**src/rtl/map_pkg.sv**
```systemverilog
// Shared constants, state encoding and cell-slice helper for the card map controller.
package map_pkg;

  localparam int unsigned CELLS  = 144;
  localparam int unsigned CELL_W = 6;
  localparam int unsigned MAP_W  = CELLS * CELL_W;
  localparam int unsigned ADDR_W = 8;

  localparam logic [CELL_W-1:0] CARD_EMPTY = 6'd63;

  typedef enum logic [1:0] {
    IDLE  = 2'd0,
    INIT  = 2'd1,
    SHIFT = 2'd2
  } state_t;

  // LSB position of cell idx inside the flat map bus
  function automatic int unsigned cell_lsb(input int unsigned idx);
    return idx * CELL_W;
  endfunction

endpackage

```
**src/rtl/map_update_ctrl_if.sv**
```systemverilog
// Write-request, bulk-op and map-output bundle between game/link logic and the map owner.
interface map_update_ctrl_if;
  import map_pkg::*;

  logic                req_l;
  logic [ADDR_W-1:0]   addr_l;
  logic [CELL_W-1:0]   data_l;
  logic                req_r;
  logic [ADDR_W-1:0]   addr_r;
  logic [CELL_W-1:0]   data_r;
  logic                start_init;
  logic                start_shift;
  logic                gnt_l;
  logic                gnt_r;
  logic                addr_err;
  logic                busy;
  logic                op_done;
  logic                map_upd;
  logic [MAP_W-1:0]    map;

  modport master (
    output req_l, addr_l, data_l, req_r, addr_r, data_r, start_init, start_shift,
    input  gnt_l, gnt_r, addr_err, busy, op_done, map_upd, map
  );

  modport slave (
    input  req_l, addr_l, data_l, req_r, addr_r, data_r, start_init, start_shift,
    output gnt_l, gnt_r, addr_err, busy, op_done, map_upd, map
  );

endinterface

```
**src/rtl/rr_arbiter2.sv**
```systemverilog
// Two-way round-robin arbiter; bit 0 = local, bit 1 = remote.
module rr_arbiter2 (
  input  logic       clk,
  input  logic       rst,
  input  logic [1:0] req,
  input  logic       en,
  output logic [1:0] gnt
);

  // 1: remote won the last tie, so local wins the next one
  logic r_rr_last;

  // Grant a lone requester directly; on a tie grant whoever did not win the last tie
  always_comb begin
    gnt = 2'b00;
    if (en) begin
      case (req)
        2'b01:   gnt = 2'b01;
        2'b10:   gnt = 2'b10;
        2'b11:   gnt = r_rr_last ? 2'b01 : 2'b10;
        default: gnt = 2'b00;
      endcase
    end
  end

  // Fairness pointer only moves when both sides actually competed
  always_ff @(posedge clk or negedge rst) begin
    if (!rst) begin
      r_rr_last <= 1'b1;
    end else if (en && (req == 2'b11)) begin
      r_rr_last <= gnt[1];
    end
  end

endmodule

```
**src/rtl/map_update_ctrl.sv**
```systemverilog
// Sole writer of the 144-cell card map: arbitrated single writes plus INIT/SHIFT bulk ops.
module map_update_ctrl
  import map_pkg::*;
(
  input logic              clk,
  input logic              rst,
  map_update_ctrl_if.slave bus
);

  state_t              r_state;
  state_t              w_state_nxt;
  logic [ADDR_W-1:0]   r_sweep_idx;
  logic                r_pend_init;
  logic                r_pend_shift;
  logic                r_busy;
  logic                r_op_done;
  logic                r_map_upd;
  logic [CELL_W-1:0]   r_cells [CELLS];

  logic                w_arb_en;
  logic [1:0]          w_gnt;
  logic                w_any_gnt;
  logic [ADDR_W-1:0]   w_addr;
  logic [CELL_W-1:0]   w_data;
  logic                w_addr_ok;
  logic                w_wr_single;
  logic                w_clr_init;
  logic                w_clr_shift;
  logic                w_init_last;
  logic                w_done_nxt;
  logic                w_upd_nxt;
  logic [MAP_W-1:0]    w_map;

  // Single writes are only arbitrated in IDLE with no bulk op waiting (and never in reset)
  assign w_arb_en = rst && (r_state == IDLE) && !r_pend_init && !r_pend_shift;

  rr_arbiter2 u_arb (
    .clk (clk),
    .rst (rst),
    .req ({bus.req_r, bus.req_l}),
    .en  (w_arb_en),
    .gnt (w_gnt)
  );

  assign w_any_gnt   = |w_gnt;
  assign w_addr      = w_gnt[1] ? bus.addr_r : bus.addr_l;
  assign w_data      = w_gnt[1] ? bus.data_r : bus.data_l;
  assign w_addr_ok   = (w_addr < ADDR_W'(CELLS));
  assign w_wr_single = w_any_gnt && w_addr_ok;
  assign w_init_last = (r_sweep_idx == ADDR_W'(CELLS - 1));

  assign bus.gnt_l    = w_gnt[0];
  assign bus.gnt_r    = w_gnt[1];
  assign bus.addr_err = w_any_gnt && !w_addr_ok;
  assign bus.busy     = r_busy;
  assign bus.op_done  = r_op_done;
  assign bus.map_upd  = r_map_upd;
  assign bus.map      = w_map;

  // Next-state and pulse decode
  always_comb begin
    w_state_nxt = r_state;
    w_clr_init  = 1'b0;
    w_clr_shift = 1'b0;
    w_done_nxt  = 1'b0;
    w_upd_nxt   = 1'b0;
    case (r_state)
      IDLE: begin
        if (r_pend_init) begin
          w_state_nxt = INIT;
          w_clr_init  = 1'b1;
        end else if (r_pend_shift) begin
          w_state_nxt = SHIFT;
          w_clr_shift = 1'b1;
        end else begin
          w_upd_nxt = w_wr_single;
        end
      end
      INIT: begin
        if (w_init_last) begin
          w_state_nxt = IDLE;
          w_done_nxt  = 1'b1;
          w_upd_nxt   = 1'b1;
        end
      end
      SHIFT: begin
        w_state_nxt = IDLE;
        w_done_nxt  = 1'b1;
        w_upd_nxt   = 1'b1;
      end
      default: w_state_nxt = IDLE;
    endcase
  end

  // State, pending flags and registered status pulses
  always_ff @(posedge clk or negedge rst) begin
    if (!rst) begin
      r_state      <= IDLE;
      r_pend_init  <= 1'b0;
      r_pend_shift <= 1'b0;
      r_busy       <= 1'b0;
      r_op_done    <= 1'b0;
      r_map_upd    <= 1'b0;
    end else begin
      r_state      <= w_state_nxt;
      r_pend_init  <= w_clr_init  ? 1'b0 : (r_pend_init  || bus.start_init);
      r_pend_shift <= w_clr_shift ? 1'b0 : (r_pend_shift || bus.start_shift);
      r_busy       <= (w_state_nxt != IDLE);
      r_op_done    <= w_done_nxt;
      r_map_upd    <= w_upd_nxt;
    end
  end

  // INIT sweep pointer wraps to 0 on the last cell
  always_ff @(posedge clk or negedge rst) begin
    if (!rst) begin
      r_sweep_idx <= '0;
    end else if (r_state == INIT) begin
      r_sweep_idx <= w_init_last ? '0 : r_sweep_idx + ADDR_W'(1);
    end
  end

  // Map register bank: one INIT cell, a whole-map shift, or one arbitrated write per cycle
  always_ff @(posedge clk or negedge rst) begin
    if (!rst) begin
      for (int unsigned i = 0; i < CELLS; i++) begin
        r_cells[i] <= CARD_EMPTY;
      end
    end else begin
      case (r_state)
        INIT: r_cells[r_sweep_idx] <= CARD_EMPTY;
        SHIFT: begin
          for (int unsigned i = 0; i < CELLS - 1; i++) begin
            r_cells[i] <= r_cells[i + 1];
          end
          r_cells[CELLS - 1] <= CARD_EMPTY;
        end
        default: begin
          if (w_wr_single) begin
            r_cells[w_addr] <= w_data;
          end
        end
      endcase
    end
  end

  // Flatten the bank onto the display bus
  always_comb begin
    w_map = '0;
    for (int unsigned i = 0; i < CELLS; i++) begin
      w_map[cell_lsb(i) +: CELL_W] = r_cells[i];
    end
  end

endmodule
```
**src/flat_wrapper.sv**
```systemverilog
// flat-port wrapper written by rule: the top's interface ports become plain ports
module map_update_ctrl_flat import map_pkg::*;
  (clk, rst, bus_req_l, bus_addr_l, bus_data_l, bus_req_r, bus_addr_r, bus_data_r, bus_start_init, bus_start_shift, bus_gnt_l, bus_gnt_r, bus_addr_err, bus_busy, bus_op_done, bus_map_upd, bus_map);
  map_update_ctrl_if bus_i ();
  input logic clk;
  input logic rst;
  input wire logic [$bits(bus_i.req_l)-1:0] bus_req_l;
  input wire logic [$bits(bus_i.addr_l)-1:0] bus_addr_l;
  input wire logic [$bits(bus_i.data_l)-1:0] bus_data_l;
  input wire logic [$bits(bus_i.req_r)-1:0] bus_req_r;
  input wire logic [$bits(bus_i.addr_r)-1:0] bus_addr_r;
  input wire logic [$bits(bus_i.data_r)-1:0] bus_data_r;
  input wire logic [$bits(bus_i.start_init)-1:0] bus_start_init;
  input wire logic [$bits(bus_i.start_shift)-1:0] bus_start_shift;
  output wire logic [$bits(bus_i.gnt_l)-1:0] bus_gnt_l;
  output wire logic [$bits(bus_i.gnt_r)-1:0] bus_gnt_r;
  output wire logic [$bits(bus_i.addr_err)-1:0] bus_addr_err;
  output wire logic [$bits(bus_i.busy)-1:0] bus_busy;
  output wire logic [$bits(bus_i.op_done)-1:0] bus_op_done;
  output wire logic [$bits(bus_i.map_upd)-1:0] bus_map_upd;
  output wire logic [$bits(bus_i.map)-1:0] bus_map;
  assign bus_i.req_l = bus_req_l;
  assign bus_i.addr_l = bus_addr_l;
  assign bus_i.data_l = bus_data_l;
  assign bus_i.req_r = bus_req_r;
  assign bus_i.addr_r = bus_addr_r;
  assign bus_i.data_r = bus_data_r;
  assign bus_i.start_init = bus_start_init;
  assign bus_i.start_shift = bus_start_shift;
  assign bus_gnt_l = bus_i.gnt_l;
  assign bus_gnt_r = bus_i.gnt_r;
  assign bus_addr_err = bus_i.addr_err;
  assign bus_busy = bus_i.busy;
  assign bus_op_done = bus_i.op_done;
  assign bus_map_upd = bus_i.map_upd;
  assign bus_map = bus_i.map;
  map_update_ctrl u_core (.clk(clk), .rst(rst), .bus(bus_i));
endmodule
```
**config.mk**
```make
export PLATFORM = sky130hd
export DESIGN_NAME = map_update_ctrl_flat
export DESIGN_NICKNAME = d
export VERILOG_FILES = /design/src/rtl/map_pkg.sv /design/src/rtl/map_update_ctrl_if.sv /design/src/rtl/rr_arbiter2.sv /design/src/rtl/map_update_ctrl.sv /design/src/flat_wrapper.sv
export SDC_FILE = /design/constraint.sdc
export NUM_CORES = 2
export LEC_CHECK = 0
export CAP_MARGIN = 0
export CORE_MARGIN = 2
export CORE_UTILIZATION = 45
export CTS_BUF_LIST = sky130_fd_sc_hd__clkbuf_4 sky130_fd_sc_hd__clkbuf_8
export DETAILED_ROUTE_END_ITERATION = 10
export GPL_ROUTABILITY_DRIVEN = 1
export PLACE_DENSITY_LB_ADDON = 0.15
export SKIP_CTS_REPAIR_TIMING = 1
export SLEW_MARGIN = 20
export SYNTH_ARGS = -nofsm -noshare
export SYNTH_HDL_FRONTEND = slang
export SYNTH_SLANG_ARGS = --single-unit
```
**constraint.sdc**
```tcl
create_clock -name clk -period 2.5 [get_ports clk]
set_input_delay 0.375 -clock clk [delete_from_list [all_inputs] [get_ports clk]]
set_output_delay 0.375 -clock clk [all_outputs]
set_load 0.05 [all_outputs]
```
==> results.toml <==
[timing]
timing.final.crit_period_ns = 3.09
relSlewSlack_pct = 28.5
finClkSkew_ns = 0.0392
clock.fmax_ghz = 0.324
drv_slew = 0
finalHoldViolCount = 0
fin_ws_ns = -0.587
rsz0062_at_grt = "true"
period_share_pct = 123
worst_slew_pin_slew_ns = 1.07
finalSetupViolations = 440
fin_hold_ws_ns = 0.0438

[cts]
path_clk_slew_ns = 0.06
clk_latency_ns = 0.88
clockBufferDepth = 3
htree_levels = 4
clock-root-buffer = "clkbuf_8"
clock-sinks = 880
numCtsBuffers = 160
tritoncts = "yes"

[min_path]
hold_path.class = "input port to async pin"

[detailed_routing]
wl_per_cell_um = 28.6
drcViolationCount = 0
drtIter0Drc = 7387
antenna_left = 0
dr.pass1.iters = 6
vias_per_cell = 6.55
dr_total_vias = 59094
routed_wl_um = 258000

[layout]
drive_gt1_share_pct = 28.9
fillers = 9833
num-nets-final = 7390
fin_area_um2 = 76100
synthToLayoutAreaGrowth_pct = 42.5

[worst_setup_path]
crit_start = "u_core.r_state[1]$_DFF_PN0_"
worstPathMaxFanout = 4
path_cells = "inv_2, ha_4, and4bb_2, and3_4, buf_12, mux2_4, nor2_4, buf_12"
critical-path-top-delay-family = "simple AND/OR/NAND/NOR gates"
path_class = "flip-flop to output port"
r2r_cells = 13
reg2reg_from = "u_core.r_state[1]$_DFF_PN0_"
cp_data_arrival_time_ns = 2.71
slowest_delay_ns = 0.39
crit_buf_inv = 3
worst_path_max_delay_cell = "dfrtp_1"
worst_setup_path_start_kind = "flip-flop"
ff2ff_setup_slack_ns = -0.19
end_kind = "output port"
cpMostUsedCell = "buf_12"
worst_ep_required_time_ns = 2.12

[logic_synthesis]
synthSimpleGateAreaFrac_pct = 16.2
mappedNetlistArea_um2 = 53400
synthMuxAreaShare_pct = 0.333
synth_area_leader_cell = "dfstp_2"
synthAdderAreaFrac_pct = 0.187
synth_commonest_cells = "nand2_1 (981), dfstp_2 (865), o21ai_0 (862), a21oi_1 (734), a221o_1 (425)"
synth_top_family_by_area = "compound AO/OA/AOI/OAI gates"
yosys-top-cells-area = "dfstp_2 (43%), o21ai_0 (8.1%), a221o_1 (8.0%)"
synth_flop_cell = "dfstp_2"
synth_cells = 6079
synth_area_per_cell_um2 = 8.78
synth_compound_area_share_pct = 35.7
syn-num-nets = 6121
synth_edf_count = 0
ys_seq_area_share_pct = 43.3
synth-xor-area-share_pct = 0.0984
synthDistinctLibCells = 76
synth_warnings = 0
synth_most_common_cell = "nand2_1"
ys_ff_latch = 880
synth.top_cell.area_share_pct = 42.6
async_reset_ff_share_pct = 100

[placed_design]
portBuffers = 903
dpl_cell_area_um2 = 69600
place_congestion = 1.09
dp_hpwl_um = 185000

[global_route]
grt_usage_pct = 40.5
first_global_vias = 55291
grt_first_pass_wirelength_um = 372000
grt_max_degree = 181
overflow = 0
antenna_found_initial = 19

[outcome]
status = "complete, but fails checks"
violations = "negative setup slack"

[power_and_ir_drop]
p_sw_mw = 30.1
power.internal_mw = 32.0
peakVddDrop_uv = 797
power.leakage_nw = 42.6
power_frac_seq_pct = 27.0
switching_share_pct = 48.5
p_clk_share_pct = 23.9
power_density_nw_per_um2 = 815
comb_power_share_pct = 49.1
power.total_mw = 62.1

[floorplanning]
ios = 904
die_w_um = 348
initial_utilization_pct = 45.3
rows = 126
fp.dieH_um = 348
die_area_um2 = 121000
core-area_um2 = 118000

[flow_run]
maxCapViolCount = 0
## cell type report
type / instances / area, um^2 / area share [%]
Clock buffer: 263 / 3240 / 4.26
Multi-Input combinational cell: 4646 / 28800 / 37.9
Clock inverter: 22 / 176 / 0.232
Inverter: 11 / 51.3 / 0.0674
Timing Repair Buffer: 1649 / 18800 / 24.6
Antenna cell: 11 / 27.5 / 0.0362
Tap cell: 1536 / 1920 / 2.53
Sequential cell: 880 / 23100 / 30.4
## worst max path at each step
stage,end,slack (ns),cells past startpoint
after floorplan,bus_addr_err,-0.16,9
after global placement,flip-flop,-0.46,8
after detailed placement,flip-flop,-0.49,7
after CTS,bus_addr_err,-0.85,8
after global routing,bus_addr_err,-0.65,8
final,bus_addr_err,-0.59,8
## placed cells by master (no fill, tap or decap), drive strengths merged, types with 6 or more instances in the layout
cell	n
nand3b	13
and4	6
a221o	425
and3	30
dfrtp	15
clkdlybuf4s50	35
nor4	8
and2	53
a21o	134
nand2b	8
nor3b	220
a22oi	35
inv	15
nor3	7
dlymetal6s2s	825
and4b	6
a211o	293
buf	786
a22o	23
a21oi	734
or3	13
clkbuf	265
o211ai	116
nor2	308
ha	8
dfstp	865
o21ai	862
mux2i	8
o22ai	96
diode	11
nor2b	26
a221oi	17
nand4	23
clkinv	13
o32ai	28
nor4b	13
nand2	982
mux2	8
nand3	80
## layer usage
layer  GRT usage [%]  part of all wire, %  vias up
met5               0                0.028        -
met4            23.7                  6.3       14
met3            9.13                   10      737
met2            62.1                   45     3756
met1            52.4                   39    29154
li1                -                    -    25433
## metrics by stage
step | utilization [%] | worst slack [ns] | cells | setup TNS, ns
after global routing | 64.5 | -0.649 | 9010 | -32.02
after CTS | 61.9 | -0.847 | 8975 | -172.89
after detailed placement | 59.0 | -0.492 | 8690 | -155.24
after floorplan | - | -0.157 | 6079 | -0.157
final | 64.5 | -0.587 | 9018 | -21.11
after global placement | 59.0 | -0.464 | 8690 | -134.08
## power by group through the flow
| stage | logic, mW | registers, mW | clock network [mW] |
|---|---|---|---|
| 5_1_grt | 31.5 | 16.8 | 15.6 |
| 3_3_place_gp | 29.0 | 16.9 | 0 |
| 3_5_place_dp | 29.2 | 16.9 | 0 |
| 4_1_cts | 29.2 | 16.7 | 14.9 |
| 6_report | 30.5 | 16.7 | 14.8 |
| 2_1_floorplan | 14.0 | 18.8 | 0 |
## cells by family after synthesis
kind of cell / count (synthesis)
compound gates: 2787
xor+xnor: 6
fa+ha+maj: 8
buf+inv: 553
flops: 880
mux: 16
simple gates: 1829
Note: power is estimated with default switching activity, not from simulation.
